==> src/rtl/register_file_2r1w.sv <==
// Two-read, one-write register file for the 16-bit multicycle datapath.
// Optional hardwired-zero register 0, stack pointer with reset value, and same-cycle write bypass.
module register_file_2r1w #(
   parameter int DATA_WIDTH = 16,
   parameter int ADDR_WIDTH = 4,
   parameter int ZERO_REG = 1,
   parameter int SP_INDEX = 15,
   parameter logic [DATA_WIDTH-1:0] SP_RESET = 16'hFFFE,
   parameter int BYPASS = 1
) (
   input  logic                  clock,
   input  logic                  reset,
   input  logic [ADDR_WIDTH-1:0] read_addr1,
   input  logic [ADDR_WIDTH-1:0] read_addr2,
   input  logic                  write_en,
   input  logic [ADDR_WIDTH-1:0] write_addr,
   input  logic [DATA_WIDTH-1:0] write_data,
   output logic [DATA_WIDTH-1:0] read_data1,
   output logic [DATA_WIDTH-1:0] read_data2,
   output logic [DATA_WIDTH-1:0] sp_value
);

   localparam int DEPTH = 2 ** ADDR_WIDTH;
   localparam logic [ADDR_WIDTH-1:0] SP_ADDR = ADDR_WIDTH'(SP_INDEX);

   logic [DATA_WIDTH-1:0] regs [DEPTH];
   logic                  write_ok;
   logic                  bypass_live;

   // Writes to the zero register are discarded; reset always wins over a write.
   assign write_ok    = write_en && !((ZERO_REG != 0) && (write_addr == '0));
   assign bypass_live = (BYPASS != 0) && write_en && reset;

   always_ff @(posedge clock) begin
      if (!reset) begin
         for (int i = 0; i < DEPTH; i++) begin
            regs[i] <= (ADDR_WIDTH'(i) == SP_ADDR) ? SP_RESET : '0;
         end
      end else if (write_ok) begin
         regs[write_addr] <= write_data;
      end
   end

   // Zero-register override is applied last so it beats both storage and bypass.
   always_comb begin
      read_data1 = regs[read_addr1];
      if (bypass_live && (read_addr1 == write_addr)) read_data1 = write_data;
      if ((ZERO_REG != 0) && (read_addr1 == '0)) read_data1 = '0;

      read_data2 = regs[read_addr2];
      if (bypass_live && (read_addr2 == write_addr)) read_data2 = write_data;
      if ((ZERO_REG != 0) && (read_addr2 == '0)) read_data2 = '0;
   end

   assign sp_value = regs[SP_ADDR];

endmodule
==> config.mk <==
export PLATFORM = sky130hd
export DESIGN_NAME = register_file_2r1w
export DESIGN_NICKNAME = d
export VERILOG_FILES = /design/src/rtl/register_file_2r1w.sv
export SDC_FILE = /design/constraint.sdc
export NUM_CORES = 1
export LEC_CHECK = 0
export CAP_MARGIN = 20
export CELL_PAD_IN_SITES_DETAIL_PLACEMENT = 0
export CELL_PAD_IN_SITES_GLOBAL_PLACEMENT = 2
export CORE_MARGIN = 5
export CORE_UTILIZATION = 47
export CTS_CLUSTER_SIZE = 10
export DETAILED_ROUTE_END_ITERATION = 7
export MAX_ROUTING_LAYER = met4
export PLACE_DENSITY = 0.88
export RECOVER_POWER = 25
export SLEW_MARGIN = 0
export SYNTH_ARGS = -nofsm -noshare
export SYNTH_HDL_FRONTEND = slang
export SYNTH_SLANG_ARGS = --single-unit
==> constraint.sdc <==
create_clock -name clock -period 5.45 [get_ports clock]
set_input_delay 1.09 -clock clock [delete_from_list [all_inputs] [get_ports clock]]
set_output_delay 1.09 -clock clock [all_outputs]
set_load 0.01 [all_outputs]
Word level (Yosys, flattened, before mapping)
Memories as Yosys holds them, arrays and structs flattened.
Index checks and enable logic that the tools add are counted.
Operators by class
  equal/unequal tests: 2
  muxes and demuxes: 11
  reduce and logical (&&, ||, !) cells: 9
Operators with widths (number)
  $mux 16: 5
  $reduce_or 16->1: 1
  $logic_not 4->1: 3
  $eq 4x4->1: 2
  $mux 1: 5
  $logic_and 1x1->1: 4
  $mux 4: 1
  $logic_not 1->1: 1
Word-level totals
  bits in registers: 0
  memory bits (writable): 256
  input port bits: 31
  output and inout bits: 48
  logic and storage cells: 23
  memories kept: 1
Memories
  regs: words 16, width 16, read ports 3, clocked after memory_dff 0, write ports 16, RTL line 26  | logic [DATA_WIDTH-1:0] regs [DEPTH];

Depth between registers and ports, before layout
Gate-level depths: netlist of the first run.
  depth after elaboration: 8
  gate-level depth with buffers: 8
  gate-level depth less buffers: 4

Least setup slack after synthesis of the first run
OpenSTA, ideal clock, no wires.
  path type: input to output
  start: in write_addr[2]
  end: out read_data2[10]
  arrival: 2.510 ns
  required time: 4.360 ns
  setup slack: 1.850 ns
  stages: 7
  buffers on the path: 3
  cell sequence: buf_4 -> xor2_1 -> a2111o_1 -> or2_1 -> buf_6 -> buf_12 -> a31oi_2
Between the ends
  longest elaborated chain between the ends: 4
Ends and longest elaborated chain
  start: declaration: RTL line 16  | input logic [ADDR_WIDTH-1:0] write_addr,
  $eq 4x4->1: RTL line 51  | if (bypass_live && (read_addr2 == write_addr)) read_data2 = write_data;
  $logic_and 1x1->1: RTL line 51
  $mux 16: RTL line 51
  $mux 16: RTL line 52  | if ((ZERO_REG != 0) && (read_addr2 == '0)) read_data2 = '0;
  end: declaration: RTL line 19  | output logic [DATA_WIDTH-1:0] read_data2,
No other way between the ends.

Worst setup path after layout of the first run
  start: in read_addr1[3]
  end: out read_data1[5]
Between the ends
  longest elaborated chain between the ends: 4
  elaborated cells on any way between the ends: 6
  those cells by class: eq/ne (1); mux (2); reduce/logical (2); memory (1)
Ends and longest elaborated chain
  start: declaration: RTL line 13  | input logic [ADDR_WIDTH-1:0] read_addr1,
  parallel branches: the longest is 3 deep, another holds $mem_v2 16x16
  $mux 16 *: RTL line 48  | if ((ZERO_REG != 0) && (read_addr1 == '0)) read_data1 = '0;
  end: declaration: RTL line 18  | output logic [DATA_WIDTH-1:0] read_data1,
Mark *: on every way between the ends.

==> results of run 1 <==
[synth_stat cells]
cell,instances
mux2_2,2
xor2_1,2
o22ai_1,64
mux2i_1,128
nand3b_1,2
or3_1,17
xnor2_1,4
nor4_2,3
and2_1,219
a211oi_1,32
nand3_1,32
or3b_1,4
a21oi_2,1
o221ai_2,1
nand2_1,3
o31ai_1,32
or2_1,4
a31oi_2,9
a31oi_1,21
edfxtp_1,256
nor3_1,7
a21oi_1,1
buf_2,25
buf_1,1
nor2_1,9
buf_12,1
a2111o_1,1
clkbuf_1,67
nor2b_1,2
nand2b_1,8
inv_1,4
mux4_2,64
o21ai_0,9
nor3_2,3
conb_1,1
buf_6,2
nand3b_2,2
buf_4,12
[per-layer routing]
| layer | part of all wire (%) | routed length, µm | GRT usage (%) |
|---|---|---|---|
| met4 | 2.5 | 1020 | 6.53 |
| met3 | 7.3 | 3000 | 4.10 |
| met2 | 48 | 19800 | 39.1 |
| met5 | 0 | 0 | - |
| met1 | 42 | 17400 | 34.4 |
[worst paths after layout]
check,from,slack [ps],end
worst max-delay path,read_addr1[3],360,read_data1[5]
worst min-delay path,write_data[4],1460,regs[1][4]
[stage by stage]
stage                     util [%]  worst slack [ps]  power, mW  cell area (µm²)
after floorplan                  -              1850       2.77            14200
after global placement        51.5               471       3.06            15300
after detailed placement      51.6               456       3.07            15300
after CTS                     54.0               446       4.69            16100
after global routing          53.9               314       4.82            16000
final                         53.9               357       4.68            16000
[tightest hold or removal path, cell delays in order]
cell,delay [ps]
clkdlybuf4s50_1,400
buf_4,200
and2_0,140
[power groups by stage]
stage,logic (mW),clock network [mW],registers (mW)
after detailed placement,0.689,0,2.39
after global routing,0.728,1.74,2.36
after CTS,0.690,1.65,2.35
after global placement,0.687,0,2.38
after floorplan,0.400,0,2.37
final,0.692,1.64,2.35
[final cells by class]
type	count	area, µm²
fill	2417	13700
sequential	256	7690
multi-input combinational	702	5990
timing repair buffer	125	1090
clock buffer	31	733
tap	390	488
inverter	4	15.0
clock inverter	1	3.75
[cell families (layout without fill, tap and decap cells)]
kind of cell	Yosys count	count (layout)
muxes	194	194
and+or+nand+nor	315	315
xor gates and xnor gates	6	6
DFF	256	256
AOI/OAI and AO/OA	171	171
other	1	16
buffers and inverters	112	161
[layout by cell type, fill, tap and decap left out, drive strengths merged, types with 8 or more instances in the layout]
cell type | netlist | routed
a31oi | 30 | 30
clkdlybuf4s50 | 0 | 70
mux4 | 64 | 64
o31ai | 32 | 32
conb | 1 | 16
or3 | 17 | 17
nand3 | 32 | 32
nand2b | 8 | 8
mux2i | 128 | 128
o22ai | 64 | 64
and2 | 219 | 219
o21ai | 9 | 9
edfxtp | 256 | 256
a211oi | 32 | 32
nor2 | 9 | 9
clkbuf | 67 | 40
nor3 | 10 | 10
buf | 41 | 44
==> flow_metrics.py, run 1 <==
metrics = {
    "clock_tree": {
        "cts_resized": 0,
        "clkSinkCount": 256,
        "postCtsSetupBuffers": 0,
        "cts_tree": "yes",
        "cts-htree-levels": 1,
        "root_buffer": "clkbuf_16",
        "cts_buffers": 29,
        "clk_pin_slew_ps": 60,
        "cts_hold_buf": 0,
        "clk_path_buf_depth": 3,
    },
    "worst_setup_path": {
        "endpoint_kind": "output port",
        "cp.arrival_ps": 4000,
        "path_class": "input port to output port",
        "cp.depth": 7,
        "cp_slowest_cell": "nand3b_1",
        "required_ps": 4360,
        "path_delay_family": "buffers and inverters",
        "cpPeakStageDelay_ps": 680,
        "cpMostUsedCell": "clkdlybuf4s50_1",
        "cp-start-kind": "input port",
        "path_buf_inv": 3,
        "cp_cell_sequence": "clkdlybuf4s50_1 > buf_4 > nand3b_1 > o22ai_1 > a211oi_1 > a31oi_1 > clkdlybuf4s50_1",
        "crit_fanout": 19,
    },
    "power_and_ir_drop": {
        "p_sw_share_pct": 24.8,
        "ir_worst_vdd_mv": 0.187,
        "p_int_mw": 3.52,
        "p_clk_share_pct": 35.0,
        "switchingPower_mw": 1.16,
        "share_comb_of_total_power_pct": 14.8,
        "power_density_nw_per_um2": 292,
        "power.share.sequential_pct": 50.2,
        "p_leak_nw": 5.58,
    },
    "global_route": {
        "globalRouteOverflowTotal": 0,
        "grt_pass1_wl_um": 61300,
        "grt_max_degree": 42,
        "grt_usage_pct": 25.0,
        "grt_pass1_vias": 9483,
        "antenna_found_initial": 0,
    },
    "layout": {
        "reg.largest.list": "regs x256",
        "stdcell_count": 1509,
        "finish.net_count": 1149,
        "top_register": "regs",
        "largest_reg_flops": 256,
        "diodes": 0,
        "syn2layout_area_growth_pct": 13.0,
        "drive_gt1_share_pct": 13.7,
    },
    "yosys": {
        "synth_xor_area_share_pct": 0.371,
        "yosys_warnings": 0,
        "synth_compound_area_share_pct": 8.54,
        "synth.distinct_cells": 38,
        "syn_inst": 1055,
        "synth_fa_ha_area_share_pct": 0,
        "syn_area_um2": 14200,
        "syn_avg_cell_area_um2": 13.4,
        "synthTopCellsByArea": "edfxtp_1, mux4_2, and2_1",
        "synth_top_family_by_area": "multiplexers",
        "synthSimpleGateAreaFrac_pct": 13.7,
        "synth.top_cell.area_share_pct": 54.2,
        "synthMuxAreaShare_pct": 19.4,
        "synth-seq-cells": 256,
        "synth_sequential_area_ratio_pct": 54.2,
        "synth_area_leader_cell": "edfxtp_1",
    },
    "place": {
        "gp_congestion": 0.965,
        "dpl.hpwl_um": 28500,
        "dp_cells": 1476,
        "io_buffers": 78,
    },
    "timing": {
        "hold_violations": 0,
        "slew_headroom_pct": 18.9,
        "max_freq_mhz": 196,
        "timing.final.crit_share_pct": 93.5,
        "min_period_ps": 5090,
        "report.final.slew_viol_count": 0,
        "tightest_slew_ps": 1220,
        "setup-violations-final": 0,
        "rsz0062_at_grt": "no",
        "fin_tns_setup_ps": 0,
        "whs_ps": 1460,
    },
    "detailed_routing": {
        "dr.pass1.iters": 5,
        "post_drt_wl_per_cell_um": 27.3,
        "drtIter0Drc": 1084,
        "avgViaCountPerCell": 6.26,
        "wl_um": 41300,
        "drtAntennaViolNets": 0,
        "num_vias": 9453,
        "route.detailed.drc": 0,
    },
    "status": {
        "status": "complete, no violations",
    },
    "run": {
        "drv_cap": 0,
    },
    "die": {
        "rows": 63,
        "dieHeight_um": 184,
        "start_util_pct": 47.7,
        "coreArea_um2": 29700,
        "ios": 79,
        "die_width_um": 184,
        "die_area_um2": 33700,
    },
    "min_path": {
        "min_path_type": "input port to flop",
        "hold_depth": 3,
    },
}
Power figures use the tool's default switching activity.
==> inputs of run 2 (changes only) <==
CORE_ASPECT_RATIO = 0.5   (was default)
GPL_TIMING_DRIVEN = 0   (was default)
==> run 2 against run 1 <==
  * Non-clock buffer count grew 59
  * Flip-flop and latch count is the same
  * Count of clock-buffer cells in the layout is the same
  * Clock power grew 3%
  * The flow now finishes with violations (max-capacitance violations)
  * Maximum frequency shrank 4.1%
  * Via count grew 6.6%
  * Sequential share of layout area shrank 0.66 points
  * Worst setup slack lost 220 ps
  * Routed wire length grew 16%
  * Sequential power is essentially flat
==> flow_metrics.py, run 2 (same netlist as run 1, synthesis figures left out) <==
metrics = {
    "detailed_routing": {
        "drtAntennaViolNets": 0,
        "wl_met3_um": 7060,
        "post_drt_wl_per_cell_um": 30.5,
        "avgViaCountPerCell": 6.40,
        "dr_wl_met2_um": 18800,
        "num_vias": 10100,
        "drtIter0Drc": 1305,
        "wl_met1_um": 21400,
        "topRoutingLayerUsed": "met4",
        "dr.pass1.iters": 6,
        "wl_um": 48000,
        "route.detailed.drc": 0,
    },
    "worst_setup_path": {
        "cp.arrival_ps": 4220,
        "path_class": "input port to output port",
        "crit_fanout": 10,
        "cpMostUsedCell": "clkdlybuf4s50_1",
        "cp_cell_sequence": "clkdlybuf4s50_1 > buf_2 > or3b_1 > clkbuf_1 > clkbuf_2 > o22ai_1 > a211oi_1 > a31oi_2 > clkdlybuf4s50_1",
        "cp-start-kind": "input port",
        "cpPeakStageDelay_ps": 580,
        "cp_slowest_cell": "clkdlybuf4s50_1",
        "path_buf_inv": 5,
        "required_ps": 4360,
        "path_delay_family": "buffers and inverters",
        "endpoint_kind": "output port",
    },
    "layout": {
        "finish.net_count": 1208,
        "final_area_um2": 16200,
        "reg.largest.list": "regs x256",
        "post-route-util_pct": 55.3,
        "syn2layout_area_growth_pct": 14.5,
        "top_register": "regs",
        "final_cell_mix": "edfxtp_1, and2_1, mux2i_1, clkbuf_1, mux4_2",
        "drive_gt1_share_pct": 13.5,
        "layout_commonest_cell": "edfxtp_1",
        "largest_reg_flops": 256,
    },
    "status": {
        "status": "finished with violations",
        "violations": "max-capacitance violations",
    },
    "clock_tree": {
        "cts-htree-levels": 1,
        "cts_tree": "yes",
        "clkSinkCount": 256,
        "clk_path_buf_depth": 3,
        "root_buffer": "clkbuf_16",
        "clk_pin_slew_ps": 60,
        "cts_buffers": 29,
    },
    "die": {
        "dieHeight_um": 133,
        "die_width_um": 256,
        "rows": 44,
        "die_area_um2": 33900,
        "ios": 79,
        "start_util_pct": 48.3,
        "coreArea_um2": 29300,
    },
    "place": {
        "place_area_um2": 15500,
        "dpl.hpwl_um": 36500,
        "gp_congestion": 1.03,
        "io_buffers": 70,
    },
    "global_route": {
        "grt_max_degree": 17,
        "grt_usage_pct": 28.4,
        "grt_pass1_wl_um": 68000,
        "antenna_found_initial": 4,
        "grt_pass1_vias": 9743,
        "globalRouteOverflowTotal": 0,
    },
    "timing": {
        "rsz0062_at_grt": "yes",
        "report.final.slew_viol_count": 0,
        "slew_headroom_pct": 1.52,
        "tightest_slew_ps": 1460,
        "timing.final.crit_share_pct": 97.4,
        "min_period_ps": 5310,
        "max_freq_mhz": 188,
        "setup-violations-final": 0,
        "hold_violations": 0,
    },
    "power_and_ir_drop": {
        "ir_worst_vdd_mv": 0.237,
        "finalPower_mw": 4.78,
        "p_leak_nw": 5.64,
        "power_density_nw_per_um2": 295,
    },
    "min_path": {
        "min_path_type": "input port to flop",
    },
    "run": {
        "drv_cap": 1,
    },
}
==> run 2: cell count changes in the layout (fill, tap and decap cells not counted), sizes merged <==
cell	previous run	this run
clkbuf	40	101
inv	4	5
diode	0	4
dlygate4sd3	2	17
clkdlybuf4s50	70	53
==> run 2: repair_timing <==
item / 4_1_cts / 5_1_grt
hold buffers: 0 / 0
gates resized for setup: 0 / 4
hold endpoints to repair: 0 / 0
setup endpoints to repair: 0 / 4
buffers inserted: 0 / 0
==> run 2: worst min-delay path, stage by stage <==
cell and delay (ps):
buf_4 160, nor3_2 130, and2_1 180
==> run 2: path summary, 6_finish.rpt <==
path                           from        endpoint  cells after the start
worst min-delay path  write_addr[2]      regs[3][1]                      3
worst max-delay path  read_addr2[3]  read_data2[11]                      9
==> run 2: final cells by class <==
type                       count  area, µm²
sequential                   256       7690
fill                        2435      13100
antenna                        4       10.0
multi-input combinational    702       6010
clock buffer                  31        733
tap                          391        489
buffer                       108        513
inverter                       4       15.0
clock inverter                 2       12.5
timing repair buffer          76        764
==> run 2: through the flow <==
stage	setup slack [ps]	cells	hold slack [ps]	TNS, ps
floorplan	1850	1070	1270	0
global placement	-64.9	1531	1710	-1900
detailed placement	94.5	1537	1720	0
CTS	84.2	1570	1120	0
global route	-9.70	1570	1150	-9.70
finish	141	1574	1160	0
==> run 2: per-layer routing <==
metal	global-route usage [%]	vias up
met1	42.9	5132
met3	10.4	59
met2	36.7	560
met5	-	-
met4	5.09	0
li1	-	4322
==> run 2: power breakdown <==
part           internal (mW)  switching (mW)  total, mW  leakage, nW
registers               2.29          0.0616       2.35         2.45
logic                  0.302           0.440      0.743         2.82
clock network          0.935           0.756       1.69        0.366
